[src/rtl/uart_param.sv]
// uart_param: parametrised synchronous UART transceiver
// tick-enable timing, 3-sample majority RX, parity/frame flags
module uart_param #(
  parameter int CLK_FREQ  = 100000000,
  parameter int BAUD      = 9600,
  parameter int DATA_BITS = 8,
  parameter int PARITY    = 0,
  parameter int STOP_BITS = 1
) (
  input  logic                 sysclk,
  input  logic                 rst,
  input  logic                 uart_rxd,
  output logic                 uart_txd,
  input  logic [DATA_BITS-1:0] tx_data,
  input  logic                 tx_en,
  output logic                 tx_status,
  output logic [DATA_BITS-1:0] rx_data,
  output logic                 rx_status,
  output logic                 rx_frame_err,
  output logic                 rx_parity_err
);
  localparam int DIV16    = CLK_FREQ / (BAUD * 16);
  localparam int BIT_CYC  = 16 * DIV16;
  localparam int STOP_CYC = STOP_BITS * BIT_CYC;
  localparam int TW = (DIV16 > 1) ? $clog2(DIV16) : 1;
  localparam int CW = $clog2(STOP_CYC + 1);
  localparam int IW = $clog2(DATA_BITS);

  typedef enum logic [2:0] {
    T_IDLE, T_START, T_DATA, T_PAR, T_STOP
  } tx_st_t;

  typedef enum logic [2:0] {
    R_IDLE, R_START, R_DATA, R_PAR, R_STOP, R_WAIT
  } rx_st_t;

  logic          rx_m, rx_s;
  logic [TW-1:0] tick_cnt;
  logic          tick;

  tx_st_t               tx_st, tx_st_n;
  logic [CW-1:0]        tx_cyc, tx_cyc_n;
  logic [IW-1:0]        tx_idx, tx_idx_n;
  logic [DATA_BITS-1:0] tx_buf, tx_buf_n;
  logic                 tx_q, tx_q_n;
  logic                 tx_par, bit_end;

  rx_st_t               rx_st, rx_st_n;
  logic [3:0]           scnt, scnt_n;
  logic [1:0]           smp, smp_n;
  logic [IW-1:0]        ridx, ridx_n;
  logic [DATA_BITS-1:0] rsh, rsh_n;
  logic                 rpar, rpar_n;
  logic [DATA_BITS-1:0] rdat_n;
  logic                 rfe_n, rpe_n, rstat_n;
  logic                 maj, exp_par;

  // two-flop synchroniser, idles high like the line
  always_ff @(posedge sysclk or negedge rst) begin
    if (!rst) begin
      rx_m <= 1'b1;
      rx_s <= 1'b1;
    end else begin
      rx_m <= uart_rxd;
      rx_s <= rx_m;
    end
  end

  assign tick = (tick_cnt == TW'(DIV16 - 1));

  // free-running 16x oversample tick divider
  always_ff @(posedge sysclk or negedge rst) begin
    if (!rst)      tick_cnt <= '0;
    else if (tick) tick_cnt <= '0;
    else           tick_cnt <= tick_cnt + 1'b1;
  end

  assign tx_par  = (PARITY == 1) ? ~^tx_buf : ^tx_buf;
  assign bit_end = (tx_cyc == CW'(BIT_CYC - 1));

  // TX state register; line level is registered too
  always_ff @(posedge sysclk or negedge rst) begin
    if (!rst) begin
      tx_st  <= T_IDLE;
      tx_cyc <= '0;
      tx_idx <= '0;
      tx_buf <= '0;
      tx_q   <= 1'b1;
    end else begin
      tx_st  <= tx_st_n;
      tx_cyc <= tx_cyc_n;
      tx_idx <= tx_idx_n;
      tx_buf <= tx_buf_n;
      tx_q   <= tx_q_n;
    end
  end

  // TX next state: bit length counted in sysclk cycles
  always_comb begin
    tx_st_n  = tx_st;
    tx_cyc_n = tx_cyc + 1'b1;
    tx_idx_n = tx_idx;
    tx_buf_n = tx_buf;
    unique case (tx_st)
      T_IDLE: begin
        tx_cyc_n = '0;
        if (tx_en) begin
          tx_st_n  = T_START;
          tx_buf_n = tx_data;
          tx_idx_n = '0;
        end
      end
      T_START: begin
        if (bit_end) begin
          tx_st_n  = T_DATA;
          tx_cyc_n = '0;
        end
      end
      T_DATA: begin
        if (bit_end) begin
          tx_cyc_n = '0;
          if (tx_idx == IW'(DATA_BITS - 1))
            tx_st_n = (PARITY != 0) ? T_PAR : T_STOP;
          else
            tx_idx_n = tx_idx + 1'b1;
        end
      end
      T_PAR: begin
        if (bit_end) begin
          tx_st_n  = T_STOP;
          tx_cyc_n = '0;
        end
      end
      T_STOP: begin
        if (tx_cyc == CW'(STOP_CYC - 1)) begin
          tx_st_n  = T_IDLE;
          tx_cyc_n = '0;
        end
      end
      default: tx_st_n = T_IDLE;
    endcase
  end

  // line level for the upcoming state
  always_comb begin
    tx_q_n = 1'b1;
    unique case (tx_st_n)
      T_START: tx_q_n = 1'b0;
      T_DATA:  tx_q_n = tx_buf_n[tx_idx_n];
      T_PAR:   tx_q_n = tx_par;
      default: tx_q_n = 1'b1;
    endcase
  end

  assign uart_txd  = tx_q;
  assign tx_status = (tx_st == T_IDLE);

  assign maj = (smp[1] & smp[0]) | (smp[1] & rx_s) | (smp[0] & rx_s);
  assign exp_par = (PARITY == 1) ? ~^rsh : ^rsh;

  // RX state register and result outputs
  always_ff @(posedge sysclk or negedge rst) begin
    if (!rst) begin
      rx_st         <= R_IDLE;
      scnt          <= '0;
      smp           <= 2'b11;
      ridx          <= '0;
      rsh           <= '0;
      rpar          <= 1'b0;
      rx_data       <= '0;
      rx_frame_err  <= 1'b0;
      rx_parity_err <= 1'b0;
      rx_status     <= 1'b0;
    end else begin
      rx_st         <= rx_st_n;
      scnt          <= scnt_n;
      smp           <= smp_n;
      ridx          <= ridx_n;
      rsh           <= rsh_n;
      rpar          <= rpar_n;
      rx_data       <= rdat_n;
      rx_frame_err  <= rfe_n;
      rx_parity_err <= rpe_n;
      rx_status     <= rstat_n;
    end
  end

  // RX next state: vote on samples 7/8/9, decide at 9, advance at 15
  always_comb begin
    rx_st_n = rx_st;
    scnt_n  = scnt;
    smp_n   = smp;
    ridx_n  = ridx;
    rsh_n   = rsh;
    rpar_n  = rpar;
    rdat_n  = rx_data;
    rfe_n   = rx_frame_err;
    rpe_n   = rx_parity_err;
    rstat_n = 1'b0;
    if (tick) begin
      scnt_n = scnt + 1'b1;
      if (scnt == 4'd7) smp_n[1] = rx_s;
      if (scnt == 4'd8) smp_n[0] = rx_s;
      unique case (rx_st)
        R_IDLE: begin
          scnt_n = '0;
          if (!rx_s) rx_st_n = R_START;
        end
        R_START: begin
          if (scnt == 4'd9 && maj) begin
            rx_st_n = R_IDLE;
          end else if (scnt == 4'd15) begin
            rx_st_n = R_DATA;
            ridx_n  = '0;
          end
        end
        R_DATA: begin
          if (scnt == 4'd9) rsh_n = {maj, rsh[DATA_BITS-1:1]};
          if (scnt == 4'd15) begin
            if (ridx == IW'(DATA_BITS - 1))
              rx_st_n = (PARITY != 0) ? R_PAR : R_STOP;
            else
              ridx_n = ridx + 1'b1;
          end
        end
        R_PAR: begin
          if (scnt == 4'd9)  rpar_n  = maj;
          if (scnt == 4'd15) rx_st_n = R_STOP;
        end
        R_STOP: begin
          if (scnt == 4'd9) begin
            rdat_n  = rsh;
            rfe_n   = ~maj;
            rpe_n   = (PARITY != 0) && (rpar != exp_par);
            rstat_n = 1'b1;
            rx_st_n = maj ? R_IDLE : R_WAIT;
          end
        end
        R_WAIT: begin
          scnt_n = '0;
          if (rx_s) rx_st_n = R_IDLE;
        end
        default: rx_st_n = R_IDLE;
      endcase
    end
  end
endmodule
[config.mk]
export PLATFORM = sky130hd
export DESIGN_NAME = uart_param
export DESIGN_NICKNAME = d
export VERILOG_FILES = /design/src/rtl/uart_param.sv
export SDC_FILE = /design/constraint.sdc
export NUM_CORES = 1
export LEC_CHECK = 0
export ABC_AREA = 0
export CAP_MARGIN = 10
export CORE_ASPECT_RATIO = 1.2
export CORE_MARGIN = 1.5
export CORE_UTILIZATION = 28
export DETAILED_ROUTE_END_ITERATION = 8
export HOLD_SLACK_MARGIN = 0.12
export PLACE_DENSITY = 0.54
export SKIP_CTS_REPAIR_TIMING = 1
export SYNTH_ARGS = -nofsm -noshare
export SYNTH_HDL_FRONTEND = slang
export SYNTH_SLANG_ARGS = --single-unit
[constraint.sdc]
create_clock -name sysclk -period 5.7 [get_ports sysclk]
set_clock_uncertainty 0.15 [all_clocks]
set_input_delay 0.57 -clock sysclk [delete_from_list [all_inputs] [get_ports sysclk]]
set_output_delay 0.57 -clock sysclk [all_outputs]
set_load 0.05 [all_outputs]
==> flow_metrics.tcl <==
set metrics [dict create \
    startpoint_type "flip-flop" \
    clock_latency_ns 0.34 \
    synth_most_common_cell "dfrtp_1" \
    synth.avg_cell_area_um2 11.0 \
    io_buffers 23 \
    areaGrowthSynthToFinish_pct 20.0 \
    status "complete, no violations" \
    grt_antenna_before_repair 0 \
    num_vias 2368 \
    drt_first_pass_iters 4 \
    ios 25 \
    gp_congestion 0.810 \
    drv_slew 0 \
    p_seq_frac 0.445 \
    synth_area_leaders "dfrtp_1 48%, mux2_2 5.9%, dfstp_2 3.8%" \
    wire_per_inst_um 12.1 \
    synth-seq-area-share 0.515 \
    wl_um 6160 \
    start_util 0.287 \
    setup_violations 0 \
    drv_cap 0 \
    final.min_clock_period_ns 2.67 \
    peakVddDrop_mv 0.140 \
    worstSetupPathType "flip-flop to output port" \
    switching_share 0.253 \
    drc 0 \
    core_area_um2 12100 \
    cts.clk_slew.worst_paths_ns 0.06 \
    grt_max_degree 72 \
    drtIter0Drc 142 \
    max_freq_ghz 0.374 \
    slew_headroom 0.408 \
    die_h_um 125 \
    multi_input_area_um2 1600 \
    p_clk_frac 0.430 \
    final_area_um2 4150 \
    synth_top_area_frac 0.477 \
    cts_tree "built" \
    synth_area_um2 3460 \
    cts_buffers 9 \
    p_per_area_nw_per_um2 312 \
    synth_cell_types 54 \
    n_fill_cell 1190 \
    p_sw_mw 0.328 \
    place_ws_ns 3.07 \
    fin_nets 362 \
    cp.required_ns 4.98 \
    htreeDepth 3 \
    cts_sinks 71 \
    finalHoldViolCount 0 \
    fp-row-count 44 \
    globalRouteOverflowTotal 0 \
    intPower_mw 0.967 \
    leakage_nw 1.83 \
    synth_fp_nets 336 \
    clockBufferDepth 2 \
    yosysWarnings 0 \
    async_flop_share 1.00 \
    synthCells 315 \
    setup_ws_ns 3.03 \
    tns_ns 0 \
    power_frac_comb 0.125 \
    p_total_mw 1.29 \
    hold_path.class "flip-flop to flip-flop" \
    design.die.area_um2 13000 \
    avgViaCountPerCell 4.67 \
    synth_edf_count 0 \
    ff_latch_area_um2 1780 \
    finalCritPeriodShare 0.469 \
    worstHoldStart "rx_m" \
    cp-end-kind "output port" \
    rsz0062_at_grt "false" \
    grt_pass1_vias 2319 \
    tightest_slew_ns 0.888 \
    layout-drive-gt1-share 0.153 \
    synth_top_area_cell "dfrtp_1" \
    setup.worst_path.start "tx_st[1]" \
    antenna_cells 0 \
    crit-reg2reg-launch "tick_cnt[6]" \
    die_width_um 104 \
    synth_seq_cells 71 \
    crit_path_max_fanout 10 \
    placed_area_um2 3850 \
    track_usage 0.104 \
    hpwl_um 4190 \
    grt_pass1_wl_um 10900 \
    cts-root-buf "clkbuf_16" \
    ys.flop_type "dfrtp_1" \
    synth_common_cells "66 x dfrtp_1, 32 x nor2_1, 21 x nand2_1, 21 x o21ai_0, 18 x mux2_2" \
    crit_arrival_ns 1.95 \
    ant_nets 0 \
]
routing by layer:
layer	track usage	wire length, um
met2	0.159	3000
met5	0	0
met4	0.0605	162
met1	0.132	2860
met3	0.0251	137
power by group through the flow:
stage	logic (mW)	registers (mW)	clock network (mW)
4_1_cts	0.167	0.576	0.574
2_1_floorplan	0.123	0.579	0
3_5_place_dp	0.166	0.585	0
6_report	0.162	0.576	0.557
3_3_place_gp	0.163	0.584	0
5_1_grt	0.184	0.582	0.597
layout make-up:
type,count,area share
repair buffers,24,0.0560
clock buffers,9,0.0542
multi-input cells,225,0.385
clock inverters,7,0.0175
flip-flops and latches,71,0.429
inverters,10,0.00904
well taps,161,0.0485
logic make-up after synthesis:
family / count (synthesis) / share of synthesized area
xor gates and xnor gates: 26 / 0.0658
other: 1 / 0.00108
buffers and inverters: 19 / 0.0224
muxes: 26 / 0.0842
and+or+nand+nor: 113 / 0.182
AOI/OAI and AO/OA: 48 / 0.0907
DFF: 71 / 0.515
adders and majority gates: 11 / 0.0383
per-stage QoR:
step / util / hold WS, ns / cells
3_3_place_gp: 0.320 / 0.202 / 491
2_1_floorplan: - / 0.124 / 315
4_1_cts: 0.344 / 0.211 / 507
3_5_place_dp: 0.320 / 0.203 / 491
6_report: 0.344 / 0.209 / 507
5_1_grt: 0.344 / 0.216 / 507
worst paths after layout:
kind                                    to  depth (start not counted)  slack, ns
worst max-delay path             tx_status                          2       3.03
worst min-delay path                  rx_s                          0       0.21
worst max register to register    rx_st[0]                          7       3.15
worst min register to register        rx_s                          0       0.21
max in group asynchronous          scnt[2]                          2       4.53
min in group asynchronous       rx_data[2]                          2       0.28
layout by cell type (no fill, tap or decap), types with 2 or more instances in the layout:
master / n
dfrtp_1: 66
nor2_1: 32
clkdlybuf4s50_1: 22
nand2_1: 21
o21ai_0: 21
mux2_2: 18
nand3_1: 15
xnor2_1: 14
xor2_1: 12
inv_1: 9
ha_1: 9
clkbuf_16: 9
a21oi_1: 8
nor2b_1: 7
mux2_1: 7
nor3_1: 6
and3_1: 6
dfstp_2: 5
nand2b_1: 4
nand4_1: 3
a21o_1: 3
maj3_1: 2
and2_1: 2
or3_1: 2
nand3b_1: 2
a31o_2: 2
o211ai_1: 2
nand4b_1: 2
o31ai_1: 2
clkinvlp_4: 2
clkinv_2: 2
worst max-delay path: stages (launching register included):
cell	delay, ns
dfrtp_1	0.50
nor3_1	0.27
clkdlybuf4s50_1	0.85
sequential cells by signal, summed over array words and instances, names as in the netlist:
name and count:
rx_m 1, tx_buf 8, rx_st 3, tx_cyc 14, rx_data 8, rx_s 1, tx_st 3, scnt 4
rx_status 1, tx_idx 3, rsh 8, uart_txd 1, tick_cnt 10, smp 2, rx_frame_err 1, ridx 3
Note: power is estimated with default switching activity, not from simulation.
